File: config.mk
export PLATFORM = sky130hd
export DESIGN_NAME = pipe_fetch
export DESIGN_NICKNAME = d
export VERILOG_FILES = /design/src/rtl/pipe_fetch_pkg.sv /design/src/rtl/instr_rom.sv /design/src/rtl/pipe_fetch.sv
export SDC_FILE = /design/constraint.sdc
export NUM_CORES = 1
export LEC_CHECK = 0
export ABC_AREA = 1
export ABC_CLOCK_PERIOD_IN_PS = 1500
export CAP_MARGIN = 30
export CORE_AREA = 3 3 40 42
export DETAILED_ROUTE_END_ITERATION = 7
export DIE_AREA = 0 0 43 45
export HOLD_SLACK_MARGIN = 0.03
export SLEW_MARGIN = 20
export SYNTH_ARGS = -nofsm -noshare
export SYNTH_HDL_FRONTEND = slang
export SYNTH_SLANG_ARGS = --single-unit
File: constraint.sdc
create_clock -name clk -period 1.5 [get_ports clk]
set_input_delay 0.15 -clock clk [delete_from_list [all_inputs] [get_ports clk]]
set_output_delay 0.15 -clock clk [all_outputs]
set_load 0.02 [all_outputs]
File: src/rtl/pipe_fetch_pkg.sv
// pipe_fetch_pkg: shared constants and ROM image for the instruction-fetch stage.
//   DATA_W_DEF / ADDR_BITS_DEF : default instruction/PC width and log2 ROM depth
//   OPC_J                      : opcode of the absolute jump (J)
//   PC_STEP / RESET_PC         : PC increment and value loaded on reset
//   rom_init_word()            : elaboration-time ROM contents per word index
package pipe_fetch_pkg;

  localparam int unsigned DATA_W_DEF    = 32;
  localparam int unsigned ADDR_BITS_DEF = 6;
  localparam logic [5:0]  OPC_J         = 6'b000010;
  localparam int unsigned PC_STEP       = 4;
  localparam int unsigned RESET_PC      = 0;

  // Words 0..14 hold their own index, word 15 jumps back to address 0,
  // everything above is zero.
  function automatic logic [31:0] rom_init_word(input int k);
    logic [31:0] w;
    w = '0;
    if (k >= 0 && k < 15) begin
      w = 32'(k);
    end else if (k == 15) begin
      w = 32'h0800_0000;
    end
    return w;
  endfunction

endpackage

File: src/rtl/instr_rom.sv
// instr_rom: fixed-content instruction memory with combinational read.
//   addr : word address (DEPTH_BITS wide)
//   data : instruction word at addr (WIDTH wide), valid in the same cycle
// OVR_EN/OVR_IDX/OVR_WORD replace a single word of the image, giving test
// programs a way to plant an instruction without editing the default image.
module instr_rom
  import pipe_fetch_pkg::*;
#(
  parameter int unsigned      WIDTH      = DATA_W_DEF,
  parameter int unsigned      DEPTH_BITS = ADDR_BITS_DEF,
  parameter bit               OVR_EN     = 1'b0,
  parameter int               OVR_IDX    = 0,
  parameter logic [WIDTH-1:0] OVR_WORD   = '0
) (
  input  logic [DEPTH_BITS-1:0] addr,
  output logic [WIDTH-1:0]      data
);

  logic [WIDTH-1:0] mem [2**DEPTH_BITS];

  for (genvar k = 0; k < 2**DEPTH_BITS; k++) begin : g_word
    if (OVR_EN && (k == OVR_IDX)) begin : g_ovr
      assign mem[k] = OVR_WORD;
    end else begin : g_img
      assign mem[k] = WIDTH'(rom_init_word(k));
    end
  end

  assign data = mem[addr];

endmodule

File: src/rtl/pipe_fetch.sv
// pipe_fetch: instruction-fetch stage (PC, ROM, PC+4 adder, J redirect, IF/ID).
//   clk    : system clock, all state updates on the rising edge
//   inicio : synchronous active-high reset
//   Test   : parity (XOR-reduction) of the instruction held in IF/ID
// The PC advances every non-reset cycle; there is no stall or flush.
module pipe_fetch
  import pipe_fetch_pkg::*;
#(
  parameter int unsigned       DATA_W       = DATA_W_DEF,
  parameter int unsigned       ADDR_BITS    = ADDR_BITS_DEF,
  parameter bit                ROM_OVR_EN   = 1'b0,
  parameter int                ROM_OVR_IDX  = 0,
  parameter logic [DATA_W-1:0] ROM_OVR_WORD = '0
) (
  input  logic clk,
  input  logic inicio,
  output logic Test
);

  logic [DATA_W-1:0] pc_q, pc_d;
  logic [DATA_W-1:0] ifid_instr_q, ifid_instr_d;
  logic [DATA_W-1:0] ifid_pc4_q, ifid_pc4_d;
  logic [DATA_W-1:0] instr;
  logic [DATA_W-1:0] pc4;
  logic              unused_ifid_pc4;

  // PC[1:0] is dropped and upper bits alias, so fetch wraps over the ROM.
  instr_rom #(
    .WIDTH      (DATA_W),
    .DEPTH_BITS (ADDR_BITS),
    .OVR_EN     (ROM_OVR_EN),
    .OVR_IDX    (ROM_OVR_IDX),
    .OVR_WORD   (ROM_OVR_WORD)
  ) u_rom (
    .addr (pc_q[ADDR_BITS+1:2]),
    .data (instr)
  );

  always_comb begin
    pc4          = pc_q + DATA_W'(PC_STEP);
    pc_d         = pc4;
    // J redirects in the cycle it is fetched; the J itself still enters IF/ID.
    if (instr[DATA_W-1 -: 6] == OPC_J) begin
      pc_d = {pc4[DATA_W-1 -: 4], instr[DATA_W-7:0], 2'b00};
    end
    ifid_instr_d = instr;
    ifid_pc4_d   = pc4;
  end

  always_ff @(posedge clk) begin
    if (inicio) begin
      pc_q         <= DATA_W'(RESET_PC);
      ifid_instr_q <= '0;
      ifid_pc4_q   <= '0;
    end else begin
      pc_q         <= pc_d;
      ifid_instr_q <= ifid_instr_d;
      ifid_pc4_q   <= ifid_pc4_d;
    end
  end

  assign Test = ^ifid_instr_q;

  // IF/ID PC+4 is consumed by later pipeline stages, which are not part of
  // this block.
  assign unused_ifid_pc4 = ^ifid_pc4_q;

endmodule

==> results of run 1 <==
[registers in the layout, summed over array words and instances, names as in the netlist]
name,count
ifid_instr_q,5
pc_q,6
[layout by cell type, fill, tap and decap left out]
cell type	netlist	routed
sky130_fd_sc_hd__nor2_4	2	2
sky130_fd_sc_hd__inv_2	1	1
sky130_fd_sc_hd__nand2_1	27	27
sky130_fd_sc_hd__ha_1	6	6
sky130_fd_sc_hd__inv_1	11	11
sky130_fd_sc_hd__o21ai_1	1	1
sky130_fd_sc_hd__clkbuf_2	0	1
sky130_fd_sc_hd__nand4_1	1	1
sky130_fd_sc_hd__dfxtp_1	11	11
sky130_fd_sc_hd__nor3_1	3	3
sky130_fd_sc_hd__buf_4	0	3
sky130_fd_sc_hd__nor2_1	11	11
sky130_fd_sc_hd__clkdlybuf4s50_1	0	1
sky130_fd_sc_hd__nand3_1	6	6
sky130_fd_sc_hd__clkbuf_4	0	3
sky130_fd_sc_hd__xor2_1	2	2
sky130_fd_sc_hd__a21oi_4	0	1
sky130_fd_sc_hd__nand2_2	3	3
sky130_fd_sc_hd__clkbuf_1	0	1
[metal layers]
metal  GRT usage (%)  vias to the layer above  share of wire, %
met5               0                        -                 0
met4            10.8                        0               3.0
met3            2.39                        4               3.0
met2            21.0                        6                45
met1            14.7                      222                48
li1                -                      283                 -
[worst max-delay path by stage]
stage | endpoint | slack (ns) | start | depth (start not counted)
CTS | Test | 0.03 | ifid_instr_q[2] | 7
floorplan | pc_q[7] | 0.25 | pc_q[2] | 7
global route | Test | 0.08 | ifid_instr_q[2] | 7
global placement | Test | 0.1 | ifid_instr_q[2] | 7
finish | pc_q[7] | 0.18 | pc_q[2] | 7
detailed placement | Test | 0.06 | ifid_instr_q[2] | 7
[worst max-delay path: stages, from the launching register on]
cell and delay, ns:
sky130_fd_sc_hd__dfxtp_1 0.32, sky130_fd_sc_hd__ha_1 0.26, sky130_fd_sc_hd__ha_1 0.21, sky130_fd_sc_hd__nand2_2 0.06, sky130_fd_sc_hd__inv_2 0.05, sky130_fd_sc_hd__a21oi_4 0.20, sky130_fd_sc_hd__nand2_1 0.08, sky130_fd_sc_hd__nor2_1 0.08
[stage by stage]
step	util, %	setup WS, ns	hold WS (ns)	cells	cell area, sq um
after floorplan	-	0.246	0.222	86	607
after global placement	52.0	0.0991	0.525	106	668
after detailed placement	52.0	0.0564	0.541	106	668
after CTS	53.9	0.0328	0.519	110	693
after global routing	54.2	0.0752	0.569	110	697
final	54.2	0.185	0.544	110	697
[kinds of logic (layout without fill, tap and decap cells)]
group	Yosys count	after routing	share of synthesized area, %
simple gates	53	53	38.8
buf+inv	12	21	7.42
compound gates	2	2	2.27
fa+ha+maj	6	6	12.4
flops	11	11	36.3
xor+xnor	2	2	2.89
[area by class of cell]
| cell class | count | share of cell area, % |
|---|---|---|
| clock buffers | 4 | 3.77 |
| multi-input cells | 63 | 50.1 |
| flip-flops and latches | 11 | 31.6 |
| inverters | 12 | 6.46 |
| repair buffers | 5 | 5.39 |
| well taps | 15 | 2.69 |
[power by group through the flow]
stage	sequential, mW	combinational, mW	clock (mW)
final	0.312	0.0788	0.202
after floorplan	0.321	0.0467	0
after global placement	0.319	0.0801	0
after detailed placement	0.319	0.0818	0
after global routing	0.313	0.0916	0.220
after CTS	0.312	0.0798	0.209
==> flow_summary.json, run 1 <==
{
  "crit-reg2reg-capture": "pc_q[7]",
  "drive_above_1_share_pct": 14.7,
  "filler_cell_count": 144,
  "gr_usage_total_pct": 12.9,
  "fp.coreArea_sq_mm": 0.00128,
  "worst-endpoint-arrival_ns": 1.52,
  "grt_antenna_before_repair": 0,
  "synth.ff_latch_count": 11,
  "number_of_buffers_inserted_to_repair_setup_after_cts": 0,
  "yosys.cell_count.top_type": "sky130_fd_sc_hd__nand2_1",
  "count_of_input_and_output_buffers": 2,
  "diodes": 0,
  "grt-ovfl-total": 0,
  "pwr-share-comb_pct": 13.3,
  "rsz0062_at_grt": "false",
  "critPathKind": "reg -> reg",
  "dpl.hpwl_um": 768,
  "worstSetupEndpointType": "flop",
  "floorplan.initialDensity_pct": 47.2,
  "area_growth_pct": 14.8,
  "power.clock.fraction_pct": 34.1,
  "finalHoldViolCount": 0,
  "cp_data_required_time_ns": 1.71,
  "clock_tree_from_tritoncts": "yes",
  "hold_buffers": 0,
  "holdCritStartpoint": "pc_q[7]",
  "total_switching_power_mw": 0.154,
  "clock_tree.root_cell": "sky130_fd_sc_hd__clkbuf_4",
  "dr.pass1.iters": 3,
  "final_period_minus_worst_setup_slack_ns": 1.32,
  "cellLeakagePower_nw": 0.353,
  "synthDominantAreaCellType": "sky130_fd_sc_hd__dfxtp_1",
  "reg2reg_from": "pc_q[2]",
  "totalPowerFinal_mw": 0.593,
  "htree_num_levels": 1,
  "vias_per_cell": 4.68,
  "grt_first_pass_wirelength_mm": 1.77,
  "worst-r2r-setup-slack_ns": 0.18,
  "final.setup.tns_ns": 0,
  "slew_viol_final": 0,
  "drv.max_cap_violation_count": 0,
  "routedWlPerCell_um": 9.40,
  "regArea_sq_um": 220,
  "yosysWarnings": 0,
  "slew-limit-headroom_pct": 80.4,
  "hold_path_depth": 2,
  "detail_route.drc_violations": 0,
  "setup_viol": 0,
  "synth_fp_nets": 94,
  "max_clock_freq_ghz": 0.760,
  "postSynth.asyncResetShare_pct": 0,
  "gp_congestion": 0.787,
  "multi_input_comb_area_sq_um": 349,
  "tightestPinTransition_ns": 0.294,
  "post_synthesis_average_cell_area_sq_um": 7.06,
  "cp-start-kind": "flop",
  "ir_drop_uv": 444,
  "power.density_mw_per_mm2": 850,
  "synth.yosys.seq_area_share_pct": 36.3,
  "synth_ff_type": "sky130_fd_sc_hd__dfxtp_1",
  "timing.clock.skew_ns": 0.00145,
  "cts_inserted_buffers": 3,
  "worst-r2r-cell-count": 7,
  "post_synth_main_area_contributors": "sky130_fd_sc_hd__dfxtp_1, sky130_fd_sc_hd__nand2_1, sky130_fd_sc_hd__ha_1, sky130_fd_sc_hd__inv_1, sky130_fd_sc_hd__nor2_1",
  "die_w_um": 43,
  "hold_path_end": "pc_q[7]",
  "netlist-cell-type-count": 14,
  "worst_hold_path_type": "reg -> reg",
  "timing.final.crit_share_pct": 87.7,
  "synth_area_sq_um": 607,
  "vias": 515,
  "synth_enable_flop_cells": 0,
  "p_sw_share_pct": 26.0,
  "die_h_um": 45,
  "core.rowCount": 13,
  "synth_top_area_share_pct": 36.3,
  "detail_route.iter0.violations": 6,
  "worst-path-max-fanout": 6,
  "clk_transition_reported_paths_ns": 0.07,
  "ctsResizeCount": 1,
  "top_level_ports": 3,
  "power_report.internal_total_mw": 0.439,
  "clock-sinks": 11,
  "outcome": "complete, no violations",
  "clkLatencyLatePin_ns": 0.26,
  "pwr-share-seq_pct": 52.6,
  "syn-instance-count": 86,
  "grt_max_degree": 9,
  "floorplan.die_area_sq_mm": 0.00194,
  "wirelength_mm": 1.03,
  "synth_commonest_cells": "sky130_fd_sc_hd__nand2_1, sky130_fd_sc_hd__dfxtp_1, sky130_fd_sc_hd__inv_1, sky130_fd_sc_hd__nor2_1",
  "clk_path_buf_depth": 2,
  "antenna_violating_nets_post_route": 0,
  "via_count_of_the_first_global_routing_pass": 440,
  "nNetsFinal": 104
}
No activity file was read; power rests on OpenSTA's default activity.
==> run 2, diff against run 1 <==
--- a/config.mk
+++ b/config.mk
@@ -12,7 +12,6 @@
 export DETAILED_ROUTE_END_ITERATION = 7
 export DIE_AREA = 0 0 43 45
 export HOLD_SLACK_MARGIN = 0.03
-export SLEW_MARGIN = 20
 export SYNTH_ARGS = -nofsm -noshare
 export SYNTH_HDL_FRONTEND = slang
 export SYNTH_SLANG_ARGS = --single-unit
==> results of run 2 <==
Final layout, timing and power as in run 1 (identical DEF).
==> run 3, diff against run 2 <==
--- a/config.mk
+++ b/config.mk
@@ -11,6 +11,7 @@
 export CORE_AREA = 3 3 40 42
 export DETAILED_ROUTE_END_ITERATION = 7
 export DIE_AREA = 0 0 43 45
+export DONT_BUFFER_PORTS = 1
 export HOLD_SLACK_MARGIN = 0.03
 export SYNTH_ARGS = -nofsm -noshare
 export SYNTH_HDL_FRONTEND = slang
==> run 3 against run 2 <==
Compared with the run above:
- clock power about the same
- worst setup slack improved by 0.0097 ns
- die area unchanged
- core utilization is 1.5 points lower
==> flow_summary.json, run 3 (same netlist as run 1, synthesis figures left out) <==
{
  "clock_tree.root_cell": "sky130_fd_sc_hd__clkbuf_4",
  "clk_transition_reported_paths_ns": 0.07,
  "cp-start-kind": "flop",
  "worst_hold_path_type": "in -> reg",
  "dpl.hpwl_um": 764,
  "grt_first_pass_wirelength_mm": 1.79,
  "ir_drop_uv": 273,
  "filler_cell_count": 136,
  "totalPowerFinal_mw": 0.580,
  "area_growth_pct": 11.8,
  "grt_antenna_before_repair": 0,
  "die_h_um": 45,
  "drv.max_cap_violation_count": 0,
  "detail_route.drc_violations": 0,
  "cellLeakagePower_nw": 0.339,
  "rsz0062_at_grt": "false",
  "slew-limit-headroom_pct": 80.4,
  "max_clock_freq_ghz": 0.766,
  "final_period_minus_worst_setup_slack_ns": 1.31,
  "setup_viol": 0,
  "hold-worst-slack_ns": 0.0368,
  "clock-sinks": 11,
  "diodes": 0,
  "layout.cells.most_common_list": "sky130_fd_sc_hd__nand2_1, sky130_fd_sc_hd__inv_1, sky130_fd_sc_hd__nor2_1",
  "worst-endpoint-arrival_ns": 1.52,
  "critPathKind": "reg -> reg",
  "timing.final.crit_share_pct": 87.0,
  "final_common_cell": "sky130_fd_sc_hd__nand2_1",
  "detail_route.iter0.violations": 17,
  "power.density_mw_per_mm2": 855,
  "vias": 487,
  "instances_no_fill": 107,
  "top_level_ports": 3,
  "outcome": "complete, no violations",
  "floorplan.die_area_sq_mm": 0.00194,
  "drive_above_1_share_pct": 13.0,
  "clkLatencyLatePin_ns": 0.26,
  "cp_data_required_time_ns": 1.71,
  "largest_reg_flops": 6,
  "routedWlPerCell_um": 9.39,
  "regArea_sq_um": 221,
  "finalHoldViolCount": 0,
  "fp.coreArea_sq_mm": 0.00128,
  "tightestPinTransition_ns": 0.294,
  "gp_congestion": 0.797,
  "grt-ovfl-total": 0,
  "wirelength_mm": 1.01,
  "nNetsFinal": 101,
  "count_of_input_and_output_buffers": 0,
  "worst-path-max-fanout": 6,
  "timing.clock.skew_ns": 0.00138,
  "clock_tree_from_tritoncts": "yes",
  "clk_path_buf_depth": 2,
  "slew_viol_final": 0,
  "via_count_of_the_first_global_routing_pass": 445,
  "gr_usage_total_pct": 12.3,
  "die_w_um": 43,
  "antenna_violating_nets_post_route": 0,
  "final.setup.tns_ns": 0,
  "vias_per_cell": 4.55,
  "post-place-cells": 102,
  "dr.pass1.iters": 4,
  "cts_inserted_buffers": 3,
  "core.rowCount": 13,
  "grt_max_degree": 9,
  "top_register": "pc_q",
  "layout_top_registers": "pc_q: 6 flops, ifid_instr_q: 5 flops",
  "htree_num_levels": 1,
  "multi_input_comb_area_sq_um": 349,
  "worstSetupEndpointType": "flop",
  "floorplan.initialDensity_pct": 47.2
}
run 3: cell count changes in the layout (fill, tap and decap cells not counted):
cell	change
sky130_fd_sc_hd__clkdlybuf4s50_1	-1
sky130_fd_sc_hd__buf_4	-2
sky130_fd_sc_hd__dlygate4sd3_1	+1
sky130_fd_sc_hd__dfxtp_2	+1
sky130_fd_sc_hd__dfxtp_1	-1
sky130_fd_sc_hd__clkbuf_2	-1
run 3: where the power goes:
group	switching, mW	internal, mW	total [mW]	leakage (nW)
Combinational	0.0394	0.0248	0.0641	0.234
Clock	0.0971	0.103	0.200	0.0150
Sequential	0.0119	0.304	0.316	0.0899
run 3: layout make-up:
class	count	share of cell area [%]
Multi-Input combinational cell	63	51.5
Sequential cell	11	32.7
Inverter	12	6.64
Clock buffer	4	3.87
Tap cell	15	2.77
Timing Repair Buffer	2	2.58
run 3: worst max-delay path, stage by stage (launching register included):
cell,delay [ns]
sky130_fd_sc_hd__dfxtp_2,0.38
sky130_fd_sc_hd__ha_1,0.22
sky130_fd_sc_hd__ha_1,0.18
sky130_fd_sc_hd__nand2_2,0.05
sky130_fd_sc_hd__inv_2,0.09
sky130_fd_sc_hd__nand2_2,0.07
sky130_fd_sc_hd__nor2_4,0.13
sky130_fd_sc_hd__nand2_1,0.08
sky130_fd_sc_hd__nand2_1,0.06
run 3: per-stage QoR:
step	utilization (%)	setup WS (ns)	cell area (sq um)
2_1_floorplan	-	0.246	607
4_1_cts	52.1	0.107	669
6_report	52.8	0.194	678
3_3_place_gp	49.3	0.162	633
5_1_grt	52.8	0.0546	678
3_5_place_dp	49.3	0.113	633
run 3: final timing paths:
path / slack [ns] / from / cells after the start / endpoint
worst min register to register: 0.54 / pc_q[7] / 2 / pc_q[7]
worst max register to register: 0.19 / pc_q[3] / 8 / pc_q[5]
worst min-delay path: 0.04 / inicio / 3 / pc_q[6]
worst max-delay path: 0.19 / pc_q[3] / 8 / pc_q[5]
run 3: metal layers:
| layer | track usage [%] | vias up | share of wire, % |
|---|---|---|---|
| met4 | 7.23 | 0 | 1.2 |
| met2 | 19.8 | 5 | 46 |
| met5 | 0 | - | 0 |
| met1 | 15.3 | 204 | 50 |
| li1 | - | 276 | - |
| met3 | 2.39 | 2 | 3.3 |
run 3: what timing repair did:
item                                    in CTS  in global routing
endpoints found under the hold margin        5                  0
resized for setup                            0                  2
hold buffers                                 1                  0
buffers inserted                             0                  0
endpoints found under the setup margin       0                  6
